===== src/rtl/hyperbus_resp.sv =====
// HyperBus responder: decodes the command-address phase, waits out the
// initial latency and then streams read or write bursts to a single-cycle
// memory port. Register space holds one 16-bit configuration register.
module hyperbus_resp #(
    parameter int unsigned MemAddrWidth  = 16,
    parameter int unsigned LatencyCycles = 6,
    parameter bit          DoubleLatency = 1'b1,
    parameter logic [15:0] RstCfgReg     = 16'h8F1F
) (
    input  logic                    clk_i,
    input  logic                    rst_ni,
    input  logic                    hyper_cs_ni,
    input  logic [15:0]             hyper_dq_i,
    input  logic [1:0]              hyper_rwds_i,
    output logic [15:0]             hyper_dq_o,
    output logic                    hyper_dq_oe_o,
    output logic [1:0]              hyper_rwds_o,
    output logic                    hyper_rwds_oe_o,
    output logic                    mem_req_o,
    output logic                    mem_we_o,
    output logic [MemAddrWidth-1:0] mem_addr_o,
    output logic [1:0]              mem_be_o,
    output logic [15:0]             mem_wdata_o,
    input  logic [15:0]             mem_rdata_i
);

    localparam int unsigned LatTotal = LatencyCycles * (DoubleLatency ? 2 : 1);
    localparam int unsigned LatW     = 5;
    localparam logic [MemAddrWidth-1:0] WrapMask = MemAddrWidth'(15);

    typedef enum logic [2:0] {
        S_IDLE  = 3'd0,
        S_CA    = 3'd1,
        S_LAT   = 3'd2,
        S_RD    = 3'd3,
        S_WR    = 3'd4,
        S_REGWR = 3'd5,
        S_DONE  = 3'd6
    } state_e;

    state_e                  state_q;
    logic                    armed_q;
    logic                    ca_cnt_q;
    logic [47:16]            ca_q;
    logic [LatW-1:0]         lat_cnt_q;
    logic [MemAddrWidth-1:0] addr_q;
    logic [15:0]             cfg_q;

    logic                    ca_read;
    logic                    ca_reg;
    logic                    ca_linear;
    logic                    lat_last;
    logic                    run;
    logic [MemAddrWidth-1:0] start_addr;
    logic [MemAddrWidth-1:0] next_addr;

    // Command decode and address arithmetic shared by sequencer and outputs
    always_comb begin
        ca_read    = ca_q[47];
        ca_reg     = ca_q[46];
        ca_linear  = ca_q[45];
        lat_last   = (lat_cnt_q == '0);
        run        = rst_ni & ~hyper_cs_ni;
        start_addr = MemAddrWidth'({ca_q[44:16], hyper_dq_i[2:0]});
        if (ca_linear) begin
            next_addr = addr_q + MemAddrWidth'(1);
        end else begin
            next_addr = (addr_q & ~WrapMask) | ((addr_q + MemAddrWidth'(1)) & WrapMask);
        end
    end

    // Transaction sequencer; a new transaction needs chip select seen high first
    always_ff @(posedge clk_i or negedge rst_ni) begin
        if (!rst_ni) begin
            state_q   <= S_IDLE;
            armed_q   <= 1'b0;
            ca_cnt_q  <= 1'b0;
            ca_q      <= '0;
            lat_cnt_q <= '0;
            addr_q    <= '0;
            cfg_q     <= RstCfgReg;
        end else if (hyper_cs_ni) begin
            state_q <= S_IDLE;
            armed_q <= 1'b1;
        end else begin
            case (state_q)
                S_IDLE: begin
                    if (armed_q) begin
                        ca_q[47:32] <= hyper_dq_i;
                        ca_cnt_q    <= 1'b0;
                        state_q     <= S_CA;
                    end
                end
                S_CA: begin
                    if (!ca_cnt_q) begin
                        ca_q[31:16] <= hyper_dq_i;
                        ca_cnt_q    <= 1'b1;
                    end else begin
                        addr_q <= start_addr;
                        if (!ca_read && ca_reg) begin
                            state_q <= S_REGWR;
                        end else begin
                            lat_cnt_q <= LatW'(LatTotal - 1);
                            state_q   <= S_LAT;
                        end
                    end
                end
                S_LAT: begin
                    if (lat_last) begin
                        // Reads prefetch the start address in this cycle
                        if (ca_read) begin
                            addr_q  <= next_addr;
                            state_q <= S_RD;
                        end else begin
                            state_q <= S_WR;
                        end
                    end else begin
                        lat_cnt_q <= lat_cnt_q - LatW'(1);
                    end
                end
                S_RD: begin
                    addr_q <= next_addr;
                end
                S_WR: begin
                    addr_q <= next_addr;
                end
                S_REGWR: begin
                    cfg_q   <= hyper_dq_i;
                    state_q <= S_DONE;
                end
                S_DONE: begin
                    state_q <= S_DONE;
                end
                default: begin
                    state_q <= S_IDLE;
                end
            endcase
        end
    end

    // Bus and memory outputs, forced low whenever chip select is high or in reset
    always_comb begin
        hyper_dq_o      = '0;
        hyper_dq_oe_o   = 1'b0;
        hyper_rwds_o    = '0;
        hyper_rwds_oe_o = 1'b0;
        mem_req_o       = 1'b0;
        mem_we_o        = 1'b0;
        mem_addr_o      = '0;
        mem_be_o        = '0;
        mem_wdata_o     = '0;
        if (run) begin
            case (state_q)
                S_IDLE: begin
                    if (armed_q) begin
                        hyper_rwds_oe_o = 1'b1;
                        hyper_rwds_o    = {2{DoubleLatency}};
                    end
                end
                S_CA: begin
                    hyper_rwds_oe_o = 1'b1;
                    hyper_rwds_o    = {2{DoubleLatency}};
                end
                S_LAT: begin
                    if (lat_last && ca_read && !ca_reg) begin
                        mem_req_o  = 1'b1;
                        mem_addr_o = addr_q;
                    end
                end
                S_RD: begin
                    hyper_dq_oe_o   = 1'b1;
                    hyper_rwds_oe_o = 1'b1;
                    hyper_rwds_o    = 2'b10;
                    hyper_dq_o      = ca_reg ? cfg_q : mem_rdata_i;
                    if (!ca_reg) begin
                        mem_req_o  = 1'b1;
                        mem_addr_o = addr_q;
                    end
                end
                S_WR: begin
                    mem_req_o   = 1'b1;
                    mem_we_o    = 1'b1;
                    mem_addr_o  = addr_q;
                    mem_be_o    = ~hyper_rwds_i;
                    mem_wdata_o = hyper_dq_i;
                end
                default: begin
                    mem_req_o = 1'b0;
                end
            endcase
        end
    end

endmodule

===== config.mk =====
export PLATFORM = sky130hd
export DESIGN_NAME = hyperbus_resp
export DESIGN_NICKNAME = d
export VERILOG_FILES = /design/src/rtl/hyperbus_resp.sv
export SDC_FILE = /design/constraint.sdc
export NUM_CORES = 1
export LEC_CHECK = 0
export ABC_CLOCK_PERIOD_IN_PS = 5250
export BUFFER_PORTS_ARGS = -buffer_cell sky130_fd_sc_hd__buf_2
export CORE_UTILIZATION = 55
export CTS_CLUSTER_DIAMETER = 120
export DETAILED_ROUTE_END_ITERATION = 8
export PLACE_DENSITY_LB_ADDON = 0.2
export SYNTH_ARGS = -nofsm -noshare
export SYNTH_HDL_FRONTEND = slang
export SYNTH_SLANG_ARGS = --single-unit
export TNS_END_PERCENT = 50

===== constraint.sdc =====
create_clock -name clk_i -period 5.25 [get_ports clk_i]
set_input_delay 0.525 -clock clk_i [delete_from_list [all_inputs] [get_ports clk_i]]
set_output_delay 0.525 -clock clk_i [all_outputs]
set_load 0.005 [all_outputs]

==> out/qor.csv <==
stage,metric,value,unit
status,outcome,completed,
final_layout,# diodes,0,
critical_path,CP Capture Type,primary output,
clock_network,root buf cell,clkbuf_8,
synth,Post-Syn Area,3540,sq um
clock_network,worst-case clock buffer depth,2,
route,drt via density,5.72,
critical_path,CP Max Fanout,41,
synth,average size of a mapped cell,9.78,sq um
synth,Synth area leader,dfrtp_1,
final_layout,fin area,4200,sq um
timing,Hold Fails Final Rpt,0,
grt,largest net degree at the start of global routing,42,
route,DR DRC count,0,
route,Total Wirelength,8.00,mm
clock_network,CTS buffer count,9,
run,Max Cap Violations,0,
route,Final ANT Viol Nets,0,
timing,Highest Clock Rate,334,MHz
die,Rows,28,
power_and_ir_drop,Overall Power,2.19,mW
critical_path,crit start category,primary input,
min_path,hold crit path type,primary input to asynchronous set/reset pin,
die,die area,6760,sq um
die,die height,82.2,um
die,io pins,93,
clock_network,H-tree depth,3,
route,routed length on met2,3.65,mm
timing,final setup margin,2.25,ns
route,highest routed layer,met4,
critical_path,CP peak stage delay,0.54,ns
place,Place WS,2.21,ns
critical_path,Worst path slowest cell,buf_4,
clock_network,Clock Sinks,58,
critical_path,Critical Path RT,4.72,ns
synth,syn nets,402,
place,port bufs,92,
synth,"EDFF count, synth",0,
timing,RSZ-0062 raised after global routing,false,
timing,Slew headroom,31.8,%
route,Metal-1 WL,3.89,mm
die,initial core utilization,58.4,%
route,DRT Pass-1 Iters,4,
timing,Worst Tran Pin Value,1.02,ns
synth,register area share after synthesis,41.4,%
synth,share of Yosys cell area claimed by the top area cell type,33.9,%
grt,first-pass GRT wire length,13.3,mm
synth,Synth Register Bits,58,
grt,grt total ovfl,0,
grt,vias in the first global route,2684,
place,Final GP Congestion,0.836,
clock_network,setup bufs post-CTS,0,
timing,Max Slew Vio Count,0,
critical_path,critical path class,primary input to primary output,
die,Die W,82.2,um
grt,initial antenna violation count,0,
clock_network,Worst-Skew Late Latency,0.33,ns
clock_network,TritonCTS clock tree,done,
critical_path,Critical Path AT,2.47,ns
critical_path,CP Cell Sequence,"buf_2, buf_4, nand3_1, inv_1, and2_1, buf_2",
power_and_ir_drop,LEAKAGE,2.05,nW
route,mean routed wirelength per cell,15.2,um
final_layout,Fillers,476,
synth,share of flip-flops with an asynchronous set or reset,100,%
place,Placed Instance Area,3980,sq um
synth,Post-synth top flop,dfrtp_1,
clock_network,hold buffers post-CTS,0,
timing,setup violators final,0,
route,drt initial violations,171,
place,HPWL Detailed,5.64,mm
synth,synth top area cells,"dfrtp_1 34%, mux2_2 9.5%, dfstp_2 7.4%",
die,core area,6060,sq um
grt,gr usage total,26.1,%
power_and_ir_drop,Pwr per Cell Area,522,nW/um^2
timing,Final Cycle Share,57.1,%
power_and_ir_drop,Max VDD drop,0.287,mV
synth,Synth Instances,362,
final_layout,area of the multi-input gates,1920,sq um
clock_network,post-cts resize count,0,
synth,Yosys warning total,0,
final_layout,share of cells above drive strength 1,37.9,%
route,via count,3009,
clock_network,"Clk pin slew, worst setup/hold paths",0.07,ns
final_layout,Synth-to-Final Area Change,18.7,%
timing,post-route setup TNS,0,ns
final_layout,flip-flop and latch area,1460,sq um
synth,Unique masters post-synth,64,
timing,Clock Skews,0.00817,ns
route,WL met3,417,um
timing,Final Critical Period,3.00,ns
critical_path,critical path's most frequent cell,buf_2,
final_layout,Final Net Count,486,
[metal layers]
metal	track usage, %	vias to the layer above
met2	39.3	110
met1	39.1	1430
met4	4.74	0
li1	-	1464
met5	0	-
met3	5.27	5
[kinds of logic after synthesis]
group / count (synthesis) / share of synthesized area, %
AO/OA/AOI/OAI: 82 / 15.3
AND/OR/NAND/NOR: 140 / 22.6
flip-flops: 58 / 41.4
adder cells (fa/ha/maj): 3 / 1.06
multiplexers: 50 / 15.3
buffers and inverters: 29 / 4.42
[placed cells by master (no fill, tap or decap), types with 6 or more instances in the layout]
| cell | count |
|---|---|
| buf_2 | 92 |
| dfrtp_1 | 48 |
| nor2_1 | 37 |
| and2_1 | 33 |
| mux2_2 | 30 |
| a21oi_1 | 24 |
| mux2i_1 | 18 |
| nand2_1 | 16 |
| o21ai_0 | 15 |
| clkbuf_8 | 11 |
| dfstp_2 | 10 |
| inv_1 | 8 |
| nand4_1 | 8 |
| nand3_1 | 8 |
| o21ai_1 | 6 |
[through the flow]
step	utilization (%)	hold WS, ns	std cells
floorplan	-	0.229	362
global placement	65.6	0.471	510
detailed placement	65.6	0.480	510
CTS	69.3	0.136	526
global route	69.3	0.152	526
finish	69.3	0.134	526
[synthesized netlist by cell type (all sizes together) (3+ instances only)]
cell	count
dfrtp	48
nor2	40
and2	34
mux2	32
a21oi	25
o21ai	24
buf	18
mux2i	18
nand2	16
dfstp	10
inv	9
nand3	8
nand4	8
nor3	6
a31oi	5
and3	5
nand2b	5
o22ai	5
ha	3
o21a	3
o31a	3
[worst max-delay path, delay by kind of cell]
kind | cells | cell delay (ns)
simple gates | 2 | 0.47
buf+inv | 4 | 1.46
[state kept, by name, summed over array words and instances (netlist names)]
| register | cells |
|---|---|
| lat_cnt_q | 5 |
| ca_q | 16 |
| cfg_q | 16 |
| ca_cnt_q | 1 |
| armed_q | 1 |
| addr_q | 16 |
| state_q | 3 |
[area by class of cell]
| class | instances | area share (%) |
|---|---|---|
| clock buffers | 14 | 3.87 |
| well taps | 75 | 2.23 |
| inverters | 9 | 0.804 |
| repair buffers | 93 | 11.1 |
| flip-flops and latches | 58 | 34.8 |
| multi-input cells | 275 | 45.7 |
| clock inverters | 2 | 1.43 |
[path summary, 6_finish.rpt]
check	slack, ns	cells past startpoint	startpoint	endpoint
max	2.25	6	rst_ni	mem_wdata_o[6]
min	0.13	1	rst_ni	armed_q$_DFFE_PN0P_
max reg2reg	2.91	5	state_q[0]$_DFFE_PN0P_	addr_q[11]$_DFFE_PN0P_
min reg2reg	0.50	1	ca_q[16]$_DFFE_PN0P_	ca_q[16]$_DFFE_PN0P_
max in group asynchronous	4.22	2	rst_ni	addr_q[8]$_DFFE_PN0P_
min in group clk_i	0.45	2	hyper_dq_i[7]	ca_q[23]$_DFFE_PN0P_
[power by group]
| part | internal, mW | switching, mW |
|---|---|---|
| logic | 0.400 | 0.373 |
| registers | 0.685 | 0.273 |
| clock network | 0.294 | 0.169 |
| total | 1.38 | 0.815 |
No activity file was read; power rests on OpenSTA's default activity.
